===== config.mk =====
export PLATFORM = sky130hd
export DESIGN_NAME = cordic_sincos_iter
export DESIGN_NICKNAME = d
export VERILOG_FILES = /design/src/rtl/cordic_sincos_iter.sv
export SDC_FILE = /design/constraint.sdc
export NUM_CORES = 1
export LEC_CHECK = 0
export CAP_MARGIN = 0
export CELL_PAD_IN_SITES_DETAIL_PLACEMENT = 0
export CELL_PAD_IN_SITES_GLOBAL_PLACEMENT = 1
export CORE_MARGIN = 1.5
export CORE_UTILIZATION = 47
export CTS_CLUSTER_SIZE = 16
export DETAILED_ROUTE_END_ITERATION = 8
export HOLD_SLACK_MARGIN = 0.1
export PLACE_DENSITY = 0.88
export SLEW_MARGIN = 5
export SYNTH_ARGS = -nofsm -noshare
export SYNTH_HDL_FRONTEND = slang
export SYNTH_SLANG_ARGS = --single-unit

===== constraint.sdc =====
create_clock -name clk -period 14.2 [get_ports clk]
set_input_delay 2.84 -clock clk [delete_from_list [all_inputs] [get_ports clk]]
set_output_delay 2.84 -clock clk [all_outputs]
set_load 0.02 [all_outputs]

===== src/rtl/cordic_sincos_iter.sv =====
`default_nettype none
// ============================================================================
// Module      : cordic_sincos_iter
// Description : Iterative CORDIC sine/cosine engine. It accepts a full-circle
//               binary angle, folds it into [-pi/2, pi/2), runs ITER
//               shift-add micro-rotations (one per clock), then returns
//               rounded, symmetrically saturated sine and cosine. The result
//               is held under output back-pressure.
// Revision    : 1.0 - initial release
// ============================================================================
module cordic_sincos_iter #(
  parameter int DATA_W = 8,
  parameter int ITER   = 12,
  parameter int GUARD  = 4
) (
  input  logic              clk,
  input  logic              rst,
  input  logic              in_valid,
  output logic              in_ready,
  input  logic [DATA_W-1:0] angle,
  output logic              out_valid,
  input  logic              out_ready,
  output logic [DATA_W-1:0] sine,
  output logic [DATA_W-1:0] cosine
);

  // Internal scale: 1.0 = 2^(INT_W-2) for x/y, pi = 2^(INT_W-1) for z.
  localparam int INT_W = DATA_W + GUARD + 2;
  localparam int CNT_W = 5;

  localparam logic [1:0] c_ST_IDLE   = 2'd0;
  localparam logic [1:0] c_ST_ROTATE = 2'd1;
  localparam logic [1:0] c_ST_DONE   = 2'd2;

  // Counter value reached after the last micro-rotation; the cycle spent at
  // this value performs the output rounding/saturation.
  localparam logic [CNT_W-1:0] c_LAST = CNT_W'(ITER);

  // Round-to-nearest rescale of a high-precision constant by 2^-sh.
  function automatic longint rescale(input longint t, input int sh);
    longint r;
    if (sh > 0) r = (t + (64'sd1 <<< (sh - 1))) >>> sh;
    else        r = t <<< (-sh);
    return r;
  endfunction

  // atan(2^-i)/pi scaled so that pi = 2^23; rescaled to the datapath below.
  function automatic longint atan_q23(input int i);
    longint r;
    case (i)
      0:       r = 64'sd2097152;
      1:       r = 64'sd1238021;
      2:       r = 64'sd654136;
      3:       r = 64'sd332050;
      4:       r = 64'sd166669;
      5:       r = 64'sd83416;
      6:       r = 64'sd41718;
      7:       r = 64'sd20860;
      8:       r = 64'sd10430;
      9:       r = 64'sd5215;
      10:      r = 64'sd2608;
      11:      r = 64'sd1304;
      12:      r = 64'sd652;
      13:      r = 64'sd326;
      14:      r = 64'sd163;
      15:      r = 64'sd81;
      default: r = 64'sd0;
    endcase
    return r;
  endfunction

  // CORDIC gain compensation 0.6072529350 with 1.0 = 2^24.
  localparam longint c_X0_L = rescale(64'sd10188014, 26 - INT_W);
  localparam logic signed [INT_W-1:0] c_X0 = c_X0_L[INT_W-1:0];

  localparam longint c_HALF_L = 64'sd1 <<< GUARD;
  localparam longint c_MAX_L  = (64'sd1 <<< (DATA_W - 1)) - 64'sd1;
  localparam logic signed [INT_W:0] c_HALF = c_HALF_L[INT_W:0];
  localparam logic signed [INT_W:0] c_MAX  = c_MAX_L[INT_W:0];
  localparam logic signed [INT_W:0] c_MIN  = -c_MAX;

  logic signed [INT_W-1:0] w_atan_tab [16];

  for (genvar g = 0; g < 16; g++) begin : g_atan
    localparam longint c_A = rescale(atan_q23(g), 24 - INT_W);
    assign w_atan_tab[g] = c_A[INT_W-1:0];
  end

  logic [1:0]              r_state;
  logic [1:0]              w_next_state;
  logic [CNT_W-1:0]        r_cnt;
  logic signed [INT_W-1:0] r_x, r_y, r_z;
  logic                    r_fold;
  logic [DATA_W-1:0]       r_sine, r_cosine;

  // Angle folding: quadrants II/III are moved by pi and corrected at output.
  logic                    w_fold;
  logic [DATA_W-1:0]       w_afold;
  logic signed [INT_W-1:0] w_z0;

  assign w_fold  = angle[DATA_W-1] ^ angle[DATA_W-2];
  assign w_afold = {angle[DATA_W-1] ^ w_fold, angle[DATA_W-2:0]};
  assign w_z0    = {w_afold, {(INT_W-DATA_W){1'b0}}};

  // One micro-rotation step.
  logic                    w_dneg;
  logic signed [INT_W-1:0] w_xs, w_ys, w_at, w_xi, w_yi, w_zi;

  assign w_dneg = r_z[INT_W-1];
  assign w_xs   = r_x >>> r_cnt;
  assign w_ys   = r_y >>> r_cnt;
  assign w_at   = w_atan_tab[r_cnt[3:0]];
  assign w_xi   = w_dneg ? (r_x + w_ys) : (r_x - w_ys);
  assign w_yi   = w_dneg ? (r_y - w_xs) : (r_y + w_xs);
  assign w_zi   = w_dneg ? (r_z + w_at) : (r_z - w_at);

  // Output conversion: unfold, round half-up, drop to Q1.(DATA_W-1).
  logic signed [INT_W-1:0] w_xn, w_yn;
  logic signed [INT_W:0]   w_xr, w_yr;
  logic [DATA_W-1:0]       w_xq, w_yq;

  assign w_xn = r_fold ? -r_x : r_x;
  assign w_yn = r_fold ? -r_y : r_y;
  assign w_xr = ($signed({w_xn[INT_W-1], w_xn}) + c_HALF) >>> (GUARD + 1);
  assign w_yr = ($signed({w_yn[INT_W-1], w_yn}) + c_HALF) >>> (GUARD + 1);

  // Symmetric saturation so that +1.0 maps onto the largest positive code.
  always_comb begin
    w_xq = w_xr[DATA_W-1:0];
    w_yq = w_yr[DATA_W-1:0];
    if (w_xr > c_MAX)      w_xq = c_MAX[DATA_W-1:0];
    else if (w_xr < c_MIN) w_xq = c_MIN[DATA_W-1:0];
    if (w_yr > c_MAX)      w_yq = c_MAX[DATA_W-1:0];
    else if (w_yr < c_MIN) w_yq = c_MIN[DATA_W-1:0];
  end

  // State register.
  always_ff @(posedge clk or posedge rst) begin
    if (rst) r_state <= c_ST_IDLE;
    else     r_state <= w_next_state;
  end

  // Next-state logic; requests are only taken in IDLE.
  always_comb begin
    w_next_state = r_state;
    case (r_state)
      c_ST_IDLE:   if (in_valid && in_ready) w_next_state = c_ST_ROTATE;
      c_ST_ROTATE: if (r_cnt == c_LAST)      w_next_state = c_ST_DONE;
      c_ST_DONE:   if (out_ready)            w_next_state = c_ST_IDLE;
      default:                               w_next_state = c_ST_IDLE;
    endcase
  end

  // Handshake outputs decoded from state.
  always_comb begin
    in_ready  = (r_state == c_ST_IDLE) && !rst;
    out_valid = (r_state == c_ST_DONE);
  end

  // Datapath: load on accept, rotate, then register the rounded result.
  always_ff @(posedge clk or posedge rst) begin
    if (rst) begin
      r_cnt    <= '0;
      r_x      <= '0;
      r_y      <= '0;
      r_z      <= '0;
      r_fold   <= 1'b0;
      r_sine   <= '0;
      r_cosine <= '0;
    end else begin
      case (r_state)
        c_ST_IDLE: begin
          if (in_valid) begin
            r_x    <= c_X0;
            r_y    <= '0;
            r_z    <= w_z0;
            r_cnt  <= '0;
            r_fold <= w_fold;
          end
        end
        c_ST_ROTATE: begin
          if (r_cnt != c_LAST) begin
            r_x   <= w_xi;
            r_y   <= w_yi;
            r_z   <= w_zi;
            r_cnt <= r_cnt + 1'b1;
          end else begin
            r_sine   <= w_yq;
            r_cosine <= w_xq;
          end
        end
        default: ;
      endcase
    end
  end

  assign sine   = r_sine;
  assign cosine = r_cosine;

endmodule
`default_nettype wire


==> results of run 1 <==
-- cell usage in the layout, fill, tap and decap left out, types with 10 or more instances in the layout --
cell,count
o22ai_1,11
clkdlybuf4s50_1,29
buf_4,12
nor2b_1,10
mux2i_1,13
dfrtp_1,65
or3_1,10
nand2_1,95
a21o_1,11
nor3_1,20
o21a_1,14
mux4_2,19
a31oi_1,12
xnor2_1,51
nand3_1,35
a21oi_1,89
ha_1,52
o21ai_0,66
nor2_1,87
inv_1,36
xor2_1,44
-- logic make-up (layout without fill, tap and decap cells) --
family | Yosys count | after routing | share of synthesized area [%]
simple gates | 316 | 316 | 19.5
mux | 41 | 41 | 8.87
xor+xnor | 96 | 96 | 10.9
flops | 66 | 66 | 21.1
compound gates | 284 | 284 | 23.4
fa+ha+maj | 55 | 55 | 9.10
buf+inv | 107 | 97 | 7.09
-- Yosys cell counts (all sizes together) (7+ instances only) --
library cell / count / area (um2)
dfrtp: 66 / 1650
nor3: 23 / 125
buf: 25 / 166
mux4: 21 / 480
o21a: 14 / 105
nand3: 35 / 175
o31ai: 10 / 103
xnor2: 51 / 447
nand4: 8 / 50.1
a21oi: 90 / 462
o21ai: 76 / 384
clkbuf: 42 / 238
nor2b: 10 / 62.6
nand2: 96 / 363
xor2: 45 / 402
mux2i: 13 / 130
o41ai: 9 / 105
inv: 39 / 146
or3: 11 / 73.8
mux2: 7 / 82.6
and3: 10 / 63.8
ha: 52 / 651
a31oi: 12 / 75.1
o22ai: 11 / 68.8
nor2: 87 / 327
a21o: 11 / 82.6
-- worst max-delay path: cells and delay by family --
kind                   cells  cell delay (ns)
buffers and inverters      2             1.11
AND/OR/NAND/NOR            1             0.27
-- area by class of cell --
cell class / count / area (um2) / share of cell area [%]
clock buffer: 14 / 274 / 3.28
clock inverter: 2 / 10.0 / 0.120
inverter: 40 / 150 / 1.80
multi-input combinational: 792 / 5620 / 67.3
sequential: 66 / 1650 / 19.8
tap: 216 / 270 / 3.23
timing repair buffer: 41 / 380 / 4.55
-- metal layers --
metal | vias up | GRT usage, %
met4 | 0 | 6.91
li1 | 3461 | -
met3 | 35 | 3.34
met5 | - | 0
met2 | 208 | 39.7
met1 | 3249 | 29.2
-- state kept, by name, indices dropped and copies added (netlist names) --
| register | cells |
|---|---|
| r_fold | 1 |
| r_y | 14 |
| sine | 8 |
| r_z | 14 |
| r_state | 2 |
| r_cnt | 5 |
| r_x | 14 |
| cosine | 8 |
-- path summary, 6_finish.rpt --
path | from | to | slack [ns] | cells after the start
setup / recovery | rst | in_ready | 7.13 | 3
hold / removal | cosine[2]$_DFFE_PP0P_ | cosine[2]$_DFFE_PP0P_ | 0.48 | 1
setup reg to reg | r_cnt[0]$_DFFE_PP0P_ | r_z[13]$_DFFE_PP0P_ | 9.15 | 21
hold reg to reg | cosine[2]$_DFFE_PP0P_ | cosine[2]$_DFFE_PP0P_ | 0.48 | 1
max in group asynchronous | rst | r_cnt[0]$_DFFE_PP0P_ | 10.44 | 3
min in group asynchronous | rst | r_state[1]$_DFFE_PP0P_ | 3.14 | 3
-- per-stage QoR --
| stage | hold WS, ns | cells | setup WS, ns | utilization, % | area [um2] |
|---|---|---|---|---|---|
| after floorplan | 0.456 | 965 | 8.02 | - | 7810 |
| after global placement | 0.473 | 1155 | 7.13 | 50.3 | 8080 |
| after detailed placement | 0.479 | 1155 | 7.14 | 50.3 | 8080 |
| after CTS | 0.492 | 1171 | 7.12 | 52.1 | 8360 |
| after global routing | 0.513 | 1171 | 7.05 | 52.1 | 8360 |
| final | 0.484 | 1171 | 7.13 | 52.1 | 8360 |
==> results.sh, run 1 <==
export IMPL_core_um2=16100
export IMPL_grt_max_degree=67
export IMPL_setup_viol=0
export IMPL_die_w_um=132
export IMPL_post_cts_setup_buffers=0
export IMPL_start_kind="primary input"
export IMPL_cp_cell_sequence="clkdlybuf4s50_1, nor3_1, clkdlybuf4s50_1"
export IMPL_grt_pass1_wl_mm=32.6
export IMPL_io_buffers=29
export IMPL_grt_pass1_vias=6546
export IMPL_dp_hpwl_mm=13.9
export IMPL_hold_path_class="flip-flop to flip-flop"
export IMPL_fin_setup_tns_ns=0
export IMPL_start_util_pct=48.7
export IMPL_tightest_slew_ns=1.04
export IMPL_gp_congestion=0.937
export IMPL_vias=6953
export IMPL_synthesis_nets=1032
export IMPL_die_h_um=132
export IMPL_clk_pin_slew_ns=0.06
export IMPL_synth_cell_type_count=89
export IMPL_cts_hold_buf=0
export IMPL_wl_met2_mm=9.49
export IMPL_drtAntennaViolNets=0
export IMPL_cts_resized=0
export IMPL_antenna_found_initial=0
export IMPL_fin_crit_ns=7.07
export IMPL_grt_overflow_total=0
export IMPL_max_freq_mhz=142
export IMPL_crit_required_ns=11.36
export IMPL_critPathKind="primary input to output port"
export IMPL_async_reset_ff_share_pct=100
export IMPL_hold_violations=0
export IMPL_syn_area_um2=7810
export IMPL_numCtsBuffers=9
export IMPL_crit_path_max_incr_delay_ns=0.67
export IMPL_synth_seq_area_share_pct=21.1
export IMPL_end_kind="output port"
export IMPL_worst_skew_pair_late_latency_ns=0.34
export IMPL_synthFlopType="dfrtp_1"
export IMPL_rows=46
export IMPL_cts_tree="done"
export IMPL_cp_slowest_cell="clkdlybuf4s50_1"
export IMPL_drive_gt1_share_pct=8.48
export IMPL_clock_root_buffer="clkbuf_16"
export IMPL_ios=30
export IMPL_antenna_cells=0
export IMPL_cts_sinks=66
export IMPL_finalCritPeriodShare_pct=49.8
export IMPL_finClkSkew_ns=0.00556
export IMPL_cts_htree_levels=3
export IMPL_cp_common_cell="clkdlybuf4s50_1"
export IMPL_yosysWarnings=0
export IMPL_grt_use_total_pct=22.8
export IMPL_clockBufferDepth=2
export IMPL_syn_inst=965
export IMPL_route_met3_wl_mm=1.02
export IMPL_drc=0
export IMPL_nFillCells=1520
export IMPL_die_area_um2=17400
export IMPL_dr_pass1_iters=5
export IMPL_synth_edf_count=0
export IMPL_syn_to_final_growth_pct=7.01
export IMPL_via_per_inst=5.94
export IMPL_rsz0062_at_grt="false"
export IMPL_critPathMaxFanout=2
export IMPL_highest_layer="met4"
export IMPL_nets=1017
export IMPL_first_iter_violations=410
export IMPL_slew_headroom_pct=30.3
export IMPL_status="finished, final reports clean"
export IMPL_yosys_register_bits=66
export IMPL_wl_per_cell_um=16.6
export IMPL_wl_met1_mm=8.48
export IMPL_maxCapViolCount=0
export IMPL_slew_violations=0
export IMPL_postSynthAreaPerCell_um2=8.10
export IMPL_drt_total_wl_mm=19.4
export IMPL_arrival_ns=4.23
Power of run 1 is not shown: default switching activity piles up to over one toggle a cycle in this logic, so the estimate is an artifact.
==> run 2: changes to the inputs <==
- clock period: 14.2 -> 6.6 ns (I/O delays scaled with it)
==> run 2 against run 1 <==
Worst hold slack better by 0.0046 ns. Final cell count is 0.17% lower. Non-clock buffer count is 1 lower. Clock skew is 0.00093 ns lower. Core utilization is 0.086 points higher.
==> results.sh, run 2 (same netlist as run 1, synthesis figures left out) <==
export IMPL_via_per_inst=6.07
export IMPL_start_kind="flip-flop"
export IMPL_cp_slowest_cell="dfrtp_2"
export IMPL_cts_sinks=66
export IMPL_grt_pass1_wl_mm=34.3
export IMPL_gp_congestion=0.948
export IMPL_cts_tree="done"
export IMPL_die_h_um=132
export IMPL_mostFrequentLayoutCell="nand2_1"
export IMPL_vias=7093
export IMPL_top_regs="r_x (14), r_y (14), r_z (14)"
export IMPL_hold_path_class="flip-flop to flip-flop"
export IMPL_syn_to_final_growth_pct=7.19
export IMPL_fin_setup_tns_ns=0
export IMPL_critPathMaxFanout=39
export IMPL_first_iter_violations=555
export IMPL_nets=1016
export IMPL_drc=0
export IMPL_antenna_cells=0
export IMPL_die_w_um=132
export IMPL_ios=30
export IMPL_tightest_slew_ns=1.10
export IMPL_worst_skew_pair_late_latency_ns=0.35
export IMPL_clockBufferDepth=2
export IMPL_rows=46
export IMPL_max_freq_mhz=190
export IMPL_grt_pass1_vias=6869
export IMPL_fin_crit_ns=5.25
export IMPL_drtAntennaViolNets=0
export IMPL_arrival_ns=5.45
export IMPL_cp_cell_sequence="inv_1, ha_1, nand2_1, o21ai_0, nand2_1, o21ai_0, inv_1, ha_1, nor2_1, a21oi_1, ha_1, a21o_1, a21oi_1, o21ai_0, a2111oi_0, o31ai_1, nand2_1, a211oi_1, a211oi_1, xor2_1, o21ai_0"
export IMPL_crit_required_ns=6.80
export IMPL_dp_cells=1154
export IMPL_final_cell_mix="95 x nand2_1, 89 x a21oi_1, 87 x nor2_1"
export IMPL_grt_use_total_pct=24.2
export IMPL_numCtsBuffers=9
export IMPL_cts_hold_buf=0
export IMPL_crit_path_max_incr_delay_ns=0.95
export IMPL_cts_resized=0
export IMPL_end_kind="flip-flop"
export IMPL_die_area_um2=17400
export IMPL_grt_overflow_total=0
export IMPL_drive_gt1_share_pct=8.39
export IMPL_antenna_found_initial=0
export IMPL_grt_max_degree=40
export IMPL_cts_htree_levels=3
export IMPL_cp_top_family="compound AO/OA/AOI/OAI gates"
export IMPL_slew_violations=0
export IMPL_hold_violations=0
export IMPL_slew_headroom_pct=25.8
export IMPL_finClkSkew_ns=0.00463
export IMPL_finalCritPeriodShare_pct=79.6
export IMPL_setup_viol=0
export IMPL_wl_per_cell_um=17.5
export IMPL_drt_total_wl_mm=20.4
export IMPL_crit_buf_inv=2
export IMPL_maxCapViolCount=0
export IMPL_cp_common_cell="o21ai_0"
export IMPL_rsz0062_at_grt="false"
export IMPL_dr_pass1_iters=5
export IMPL_core_um2=16100
export IMPL_clock_root_buffer="clkbuf_16"
export IMPL_status="finished, final reports clean"
export IMPL_final_cells=1169
export IMPL_io_buffers=29
export IMPL_start_util_pct=48.7
export IMPL_clk_pin_slew_ns=0.06
export IMPL_dp_hpwl_mm=14.6
export IMPL_post_cts_setup_buffers=0
export IMPL_critPathKind="flip-flop to flip-flop"
[run 2: cell count changes in the layout (fill, tap and decap cells not counted), sizes merged]
cell | before | now
bufinv | 0 | 1
clkbuf | 14 | 13
buf | 12 | 11
clkinv | 3 | 2
[run 2: path summary, 6_finish.rpt]
kind / from / endpoint / slack [ns] / cells after the start
setup / recovery: r_cnt[0]$_DFFE_PP0P_ / r_z[13]$_DFFE_PP0P_ / 1.35 / 21
hold / removal: sine[3]$_DFFE_PP0P_ / sine[3]$_DFFE_PP0P_ / 0.49 / 1
setup reg to reg: r_cnt[0]$_DFFE_PP0P_ / r_z[13]$_DFFE_PP0P_ / 1.35 / 21
hold reg to reg: sine[3]$_DFFE_PP0P_ / sine[3]$_DFFE_PP0P_ / 0.49 / 1
max in group asynchronous: rst / r_cnt[0]$_DFFE_PP0P_ / 4.15 / 3
min in group asynchronous: rst / r_state[1]$_DFFE_PP0P_ / 1.50 / 2
[run 2: stage by stage]
| step | utilization, % | hold slack, ns | worst slack (ns) | instance area, um2 |
|---|---|---|---|---|
| 4_1_cts | 52.2 | 0.493 | 1.37 | 8370 |
| 3_5_place_dp | 50.2 | 0.480 | 1.37 | 8070 |
| 6_report | 52.2 | 0.489 | 1.35 | 8370 |
| 5_1_grt | 52.2 | 0.513 | 0.857 | 8370 |
| 3_3_place_gp | 50.2 | 0.474 | 1.57 | 8070 |
| 2_1_floorplan | - | 0.456 | 2.14 | 7810 |
[run 2: worst reg2reg max path: stages, from the launching register on]
cell	delay, ns
dfrtp_2	0.95
inv_1	0.28
ha_1	0.36
nand2_1	0.24
o21ai_0	0.14
nand2_1	0.08
o21ai_0	0.13
inv_1	0.13
ha_1	0.23
nor2_1	0.09
a21oi_1	0.06
ha_1	0.29
a21o_1	0.17
a21oi_1	0.21
o21ai_0	0.16
a2111oi_0	0.67
o31ai_1	0.24
nand2_1	0.14
a211oi_1	0.07
a211oi_1	0.25
xor2_1	0.16
o21ai_0	0.08
[run 2: final cells by class]
| class | instances | area [um2] |
|---|---|---|
| Clock inverter | 2 | 35.0 |
| Inverter | 40 | 150 |
| Sequential cell | 66 | 1650 |
| Timing Repair Buffer | 40 | 373 |
| Fill cell | 1527 | 7680 |
| Tap cell | 216 | 270 |
| Multi-Input combinational cell | 792 | 5620 |
| Clock buffer | 13 | 270 |
[run 2: metal layers]
| layer | share of wire, % | wire, um | track usage, % | vias to the layer above |
|---|---|---|---|---|
| met3 | 6.6 | 1360 | 4.27 | 39 |
| met2 | 49 | 9960 | 41.1 | 247 |
| met4 | 2.4 | 489 | 8.64 | 0 |
| met1 | 42 | 8630 | 30.9 | 3352 |
| li1 | - | - | - | 3455 |
| met5 | 0 | 0 | 0 | - |
Power of run 2 is left out for the same reason.
